--- config.mk ---
export PLATFORM = sky130hd
export DESIGN_NAME = led_pwm_fader_flat
export DESIGN_NICKNAME = d
export VERILOG_FILES = /design/src/rtl/led_pwm_fader_pkg.sv /design/src/rtl/led_pwm_fader_if.sv /design/src/rtl/led_pwm_fader_channel.sv /design/src/rtl/led_pwm_fader.sv /design/src/flat_wrapper.sv
export SDC_FILE = /design/constraint.sdc
export NUM_CORES = 1
export LEC_CHECK = 0
export CORE_ASPECT_RATIO = 1.25
export CORE_MARGIN = 8
export CORE_UTILIZATION = 60
export CTS_CLUSTER_DIAMETER = 200
export DETAILED_ROUTE_END_ITERATION = 10
export MAX_ROUTING_LAYER = met4
export PLACE_DENSITY_LB_ADDON = 0.1
export SLEW_MARGIN = 20
export SYNTH_ARGS = -nofsm -noshare
export SYNTH_HDL_FRONTEND = slang
export SYNTH_SLANG_ARGS = --single-unit
--- constraint.sdc ---
create_clock -name clk -period 6.1 [get_ports clk]
set_clock_uncertainty 0.15 [all_clocks]
set_input_delay 0.61 -clock clk [delete_from_list [all_inputs] [get_ports clk]]
set_output_delay 0.61 -clock clk [all_outputs]
set_load 0.01 [all_outputs]
--- src/rtl/led_pwm_fader_pkg.sv ---
// Shared state type and default sizing for the LED PWM fader.
// The fade behaviour is selected at build time with the LED_FADE_EN macro.
package led_pwm_pkg;

  localparam int DEF_CHANNELS       = 8;
  localparam int DEF_PWM_BITS       = 7;
  localparam int DEF_PRESCALE_WIDTH = 16;

  typedef enum logic [1:0] {
    OFF  = 2'd0,
    RISE = 2'd1,
    ON   = 2'd2,
    FALL = 2'd3
  } fade_state_t;

endpackage

--- src/rtl/led_pwm_fader_if.sv ---
// Control/status bundle between the CPU output register (master) and the fader (slave).
interface led_pwm_fader_if
  import led_pwm_pkg::*;
#(
  parameter int CHANNELS       = DEF_CHANNELS,
  parameter int PWM_BITS       = DEF_PWM_BITS,
  parameter int PRESCALE_WIDTH = DEF_PRESCALE_WIDTH
);

  logic [CHANNELS-1:0]       enable;
  logic [PWM_BITS-1:0]       brightness;
  logic [PRESCALE_WIDTH-1:0] stepDiv;
  logic [CHANNELS-1:0]       led;
  logic                      busy;
  logic                      pwmWrap;

  modport master (
    output enable, brightness, stepDiv,
    input  led, busy, pwmWrap
  );

  modport slave (
    input  enable, brightness, stepDiv,
    output led, busy, pwmWrap
  );

endinterface

--- src/rtl/led_pwm_fader_channel.sv ---
// One LED channel: fade state, duty level and registered PWM compare.
// With LED_FADE_EN undefined the level simply follows enable/brightness each cycle.
module led_fade_channel
  import led_pwm_pkg::*;
#(
  parameter int PWM_BITS = DEF_PWM_BITS
)
(
  input  logic                clk,
  input  logic                rst,
  input  logic                enable_i,
  input  logic [PWM_BITS-1:0] brightness_i,
  input  logic                stepTick_i,
  input  logic [PWM_BITS-1:0] pwmCnt_i,
  output logic                led_o,
  output logic                active_o
);

  fade_state_t         state_q, state_d;
  logic [PWM_BITS-1:0] level_q, level_d;
  logic                led_q;

  always_ff @(posedge clk or posedge rst) begin
    if (rst) begin
      state_q <= OFF;
      level_q <= '0;
      led_q   <= 1'b0;
    end else begin
      state_q <= state_d;
      level_q <= level_d;
      led_q   <= (level_q > pwmCnt_i);
    end
  end

`ifdef LED_FADE_EN
  // A state transition always takes priority over a level step in the same cycle.
  always_comb begin
    state_d = state_q;
    level_d = level_q;
    case (state_q)
      OFF: begin
        if (enable_i) state_d = RISE;
      end
      RISE: begin
        if (!enable_i)                   state_d = FALL;
        else if (level_q >= brightness_i) state_d = ON;
        else if (stepTick_i)             level_d = level_q + 1'b1;
      end
      ON: begin
        if (!enable_i) begin
          state_d = FALL;
        end else if (stepTick_i) begin
          if (level_q < brightness_i)      level_d = level_q + 1'b1;
          else if (level_q > brightness_i) level_d = level_q - 1'b1;
        end
      end
      FALL: begin
        if (enable_i)          state_d = RISE;
        else if (level_q == '0) state_d = OFF;
        else if (stepTick_i)   level_d = level_q - 1'b1;
      end
      default: state_d = OFF;
    endcase
  end

  assign active_o = (state_q == RISE) || (state_q == FALL);
`else
  logic unusedInputs;
  assign unusedInputs = stepTick_i ^ (^state_q);

  always_comb begin
    state_d = enable_i ? ON : OFF;
    level_d = enable_i ? brightness_i : '0;
  end

  assign active_o = 1'b0;
`endif

  assign led_o = led_q;

endmodule

--- src/rtl/led_pwm_fader.sv ---
// Multi-channel LED PWM driver with fade toward a global brightness target.
// Define LED_FADE_EN for the fading FSM; otherwise levels switch instantly and BUSY stays 0.
module led_pwm_fader
  import led_pwm_pkg::*;
#(
  parameter int CHANNELS       = DEF_CHANNELS,
  parameter int PWM_BITS       = DEF_PWM_BITS,
  parameter int PRESCALE_WIDTH = DEF_PRESCALE_WIDTH
)
(
  input  logic         clk,
  input  logic         rst,
  led_pwm_fader_if.slave bus
);

  localparam logic [PWM_BITS-1:0] PWM_MAX = '1;

  logic [PWM_BITS-1:0] pwmCnt_q, pwmCnt_d;
  logic                pwmWrap_q;
  logic                busy_q;
  logic                stepTick;
  logic [CHANNELS-1:0] chanLed;
  logic [CHANNELS-1:0] chanActive;

  always_comb pwmCnt_d = pwmCnt_q + 1'b1;

  always_ff @(posedge clk or posedge rst) begin
    if (rst) begin
      pwmCnt_q  <= '0;
      pwmWrap_q <= 1'b0;
      busy_q    <= 1'b0;
    end else begin
      pwmCnt_q  <= pwmCnt_d;
      pwmWrap_q <= (pwmCnt_q == PWM_MAX);
      busy_q    <= |chanActive;
    end
  end

`ifdef LED_FADE_EN
  logic [PRESCALE_WIDTH-1:0] stepCnt_q, stepCnt_d;

  // A lowered divider that leaves the counter above it restarts from 0 without a tick.
  always_comb begin
    stepTick  = (stepCnt_q == bus.stepDiv);
    stepCnt_d = (stepCnt_q >= bus.stepDiv) ? '0 : stepCnt_q + 1'b1;
  end

  always_ff @(posedge clk or posedge rst) begin
    if (rst) stepCnt_q <= '0;
    else     stepCnt_q <= stepCnt_d;
  end
`else
  logic unusedStepDiv;
  assign unusedStepDiv = ^bus.stepDiv;
  assign stepTick      = 1'b0;
`endif

  for (genvar g = 0; g < CHANNELS; g++) begin : gen_chan
    led_fade_channel #(
      .PWM_BITS (PWM_BITS)
    ) u_chan (
      .clk          (clk),
      .rst          (rst),
      .enable_i     (bus.enable[g]),
      .brightness_i (bus.brightness),
      .stepTick_i   (stepTick),
      .pwmCnt_i     (pwmCnt_q),
      .led_o        (chanLed[g]),
      .active_o     (chanActive[g])
    );
  end

  assign bus.led     = chanLed;
  assign bus.busy    = busy_q;
  assign bus.pwmWrap = pwmWrap_q;

endmodule

--- src/flat_wrapper.sv ---
// flat-port wrapper written by rule: the top's interface ports become plain ports
module led_pwm_fader_flat import led_pwm_pkg::*;
#(
  parameter int CHANNELS       = DEF_CHANNELS,
  parameter int PWM_BITS       = DEF_PWM_BITS,
  parameter int PRESCALE_WIDTH = DEF_PRESCALE_WIDTH
)
  (clk, rst, bus_enable, bus_brightness, bus_stepDiv, bus_led, bus_busy, bus_pwmWrap);
  led_pwm_fader_if #(.CHANNELS(CHANNELS), .PWM_BITS(PWM_BITS), .PRESCALE_WIDTH(PRESCALE_WIDTH)) bus_i ();
  input  logic clk;
  input  logic rst;
  input wire logic [$bits(bus_i.enable)-1:0] bus_enable;
  input wire logic [$bits(bus_i.brightness)-1:0] bus_brightness;
  input wire logic [$bits(bus_i.stepDiv)-1:0] bus_stepDiv;
  output wire logic [$bits(bus_i.led)-1:0] bus_led;
  output wire logic [$bits(bus_i.busy)-1:0] bus_busy;
  output wire logic [$bits(bus_i.pwmWrap)-1:0] bus_pwmWrap;
  assign bus_i.enable = bus_enable;
  assign bus_i.brightness = bus_brightness;
  assign bus_i.stepDiv = bus_stepDiv;
  assign bus_led = bus_i.led;
  assign bus_busy = bus_i.busy;
  assign bus_pwmWrap = bus_i.pwmWrap;
  led_pwm_fader #(.CHANNELS(CHANNELS), .PWM_BITS(PWM_BITS), .PRESCALE_WIDTH(PRESCALE_WIDTH)) u_core (.clk(clk), .rst(rst), .bus(bus_i));
endmodule
==> impl_metrics.tcl <==
set metrics [dict create \
    synthArstFlopShare_pct 100 \
    dr.pass1.iters 4 \
    cts.sinks 72 \
    n_antenna_cell 0 \
    worstPathCellList "clkdlybuf4s50_1" \
    hold_path_end "u_core.bus.pwmWrap$_DFF_PP0_" \
    hold_ws_ns 0.342 \
    fin_tns_setup_ns 0 \
    cp_top_family "buffers and inverters" \
    synth-seq-area-share_pct 51.0 \
    r2r-end "u_core.gen_chan[7].u_chan.led_o$_DFF_PP0_" \
    syn_area_mm2 0.00353 \
    path_buf_inv 1 \
    cts_resized 0 \
    first_iter_violations 50 \
    status "finished clean" \
    routabilityCongestion 0.773 \
    post-route-period-util_pct 32.3 \
    yosys.area_share.simple_pct 16.1 \
    htreeDepth 3 \
    synth_nets 392 \
    worst-endpoint-arrival_ns 1.21 \
    layout-drive-gt1-share_pct 5.37 \
    vias 2195 \
    hold_path_depth 1 \
    rrSetupSlack_ns 4.25 \
    grt_usage_pct 18.3 \
    maxCapViolCount 0 \
    p_per_area_mw_per_mm2 260 \
    postCtsHoldBufs 0 \
    grt_pass1_vias 2395 \
    synthDistinctLibCells 18 \
    path_class "reg -> out" \
    slowest_stage "clkdlybuf4s50_1" \
    via_per_inst 5.47 \
    synth-edff-count 0 \
    yosys_warnings 0 \
    synthCells 302 \
    postCtsSetupRepairBufs 0 \
    p_total_uw 1050 \
    synth_seq_cells 72 \
    die_x_um 84.6 \
    synth_top_family_by_area "adder cells" \
    end_kind "output pin" \
    root_buffer "clkbuf_8" \
    pre_cts_ws_ns 4.15 \
    coreArea_mm2 0.00574 \
    synth-compound-area-share_pct 7.66 \
    place.port_buffers 25 \
    min-delay-start "u_core.pwmCnt_q[6]$_DFF_PP0_" \
    synth-main-ff-cell "dfrtp_1" \
    synth.most_common_cell "dfrtp_1" \
    ir_worst_vdd_mv 0.204 \
    fin_ws_ns 4.13 \
    cts.path.max_buffers 2 \
    p_leak_uw 0.00193 \
    rsz0062_at_grt "false" \
    wl_um 6660 \
    ioPinCount 43 \
    synth.cells.most_frequent "dfrtp_1 (72), and2_1 (57), ha_1 (57), a21oi_1 (32), inv_1 (16)" \
    reg2reg_depth 5 \
    drcViolationCount 0 \
    fin_area_mm2 0.00405 \
    syn_to_final_growth_pct 14.7 \
    die_area_mm2 0.00861 \
    grt_overflow 0 \
    hold_violations 0 \
    fmax_ghz 0.507 \
    synthXorXnorAreaFrac_pct 1.24 \
    cp-start-kind "flop" \
    synthAdderAreaFrac_pct 20.2 \
    synth_area_leaders "dfrtp_1 (51%), ha_1 (20%), and2_1 (10%), a21oi_1 (4.5%), o22a_1 (2.0%)" \
    synth_area_leader_cell "dfrtp_1" \
    die_h_um 102 \
    clk_pin_slew_ns 0.08 \
    slew_headroom_pct 44.3 \
    min_path_type "reg -> reg" \
    place_area_mm2 0.00380 \
    maxSlewViolCount 0 \
    grt_pass1_wl_um 11500 \
    initial_core_util_pct 61.5 \
    worst_slew_pin_slew_ns 0.835 \
    synthMuxAreaShare_pct 0 \
    slowest_delay_ns 0.53 \
    grt_max_degree 73 \
    setup_violations 0 \
    fin_nets 420 \
    synth_top_area_share_pct 51.0 \
    reg2reg_from "u_core.pwmCnt_q[2]$_DFF_PP0_" \
    std_cell_rows 31 \
    cts_tree "built" \
    fin_crit_ns 1.97 \
    cts_buffers 9 \
    syn_avg_cell_area_um2 11.7 \
    path_max_fanout 1 \
    hpwlAfterDp_um 4320 \
    required_ns 5.34 \
    ant_nets 0 \
    wl_per_cell_um 16.6 \
    antenna_found_initial 0 \
    insertion_delay_ns 0.34 \
]
sequential cells by signal, summed over array words and instances, names as in the netlist:
| name | flops |
|---|---|
| u_core.bus.pwmWrap | 1 |
| u_core.gen_chan.u_chan.led_o | 8 |
| u_core.pwmCnt_q | 7 |
| u_core.gen_chan.u_chan.level_q | 56 |
layout by cell type, fill, tap and decap left out, drive strengths merged:
cell / synthesis / routed
and3: 2 / 2
o21ai: 8 / 8
clkdlybuf4s50: 0 / 25
clkbuf: 0 / 11
nand2: 8 / 8
inv: 16 / 16
dfrtp: 72 / 72
bufinv: 0 / 3
o22a: 8 / 8
nand3b: 8 / 8
nand3: 11 / 11
a21oi: 32 / 32
conb: 1 / 1
buf: 9 / 1
and2: 57 / 57
xnor2: 4 / 4
nand4: 8 / 8
clkinv: 0 / 2
ha: 57 / 57
xor2: 1 / 1
metrics by stage:
step / util [%] / instances
after global routing: 70.5 / 401
after floorplan: - / 302
after CTS: 70.5 / 401
after detailed placement: 66.2 / 385
final: 70.5 / 401
after global placement: 66.2 / 385
layer usage:
layer	global-route usage [%]	part of all wire, %	vias up
met5	-	0	-
met4	8.10	1.8	0
met3	3.65	2.5	11
met2	31.0	50	27
met1	20.6	45	1058
li1	-	-	1099
layout make-up:
class / count / area, µm²
Sequential cell: 72 / 1800
Fill cell: 432 / 1690
Multi-Input combinational cell: 205 / 1600
Timing Repair Buffer: 26 / 258
Clock buffer: 11 / 141
Clock inverter: 5 / 104
Tap cell: 66 / 82.6
Inverter: 16 / 60.1
cell families (layout without fill, tap and decap cells):
| family | after synthesis | count (layout) |
|---|---|---|
| other | 1 | 1 |
| buffers and inverters | 25 | 58 |
| XOR/XNOR | 5 | 5 |
| adder cells (fa/ha/maj) | 57 | 57 |
| AND/OR/NAND/NOR | 94 | 94 |
| AO/OA/AOI/OAI | 48 | 48 |
| flip-flops | 72 | 72 |
power by group:
group          internal (µW)  total [µW]  switching, µW
Clock                    283         455            172
Sequential               499         507           7.15
Combinational           45.4        92.9           47.5
worst max path at each step:
stage                     depth (start not counted)                                 startpoint  slack (ns)                                              to
after CTS                                         1  u_core.gen_chan[0].u_chan.led_o$_DFF_PP0_        4.12                                      bus_led[0]
final                                             1  u_core.gen_chan[1].u_chan.led_o$_DFF_PP0_        4.13                                      bus_led[1]
after global routing                              1  u_core.gen_chan[0].u_chan.led_o$_DFF_PP0_        4.07                                      bus_led[0]
after detailed placement                          3                                        rst        4.15  u_core.gen_chan[4].u_chan.level_q[6]$_DFF_PP0_
after global placement                            3                                        rst        4.15  u_core.gen_chan[4].u_chan.level_q[5]$_DFF_PP0_
after floorplan                                   1                                        rst        3.52                    u_core.bus.pwmWrap$_DFF_PP0_
No activity file was read; power rests on OpenSTA's default activity.
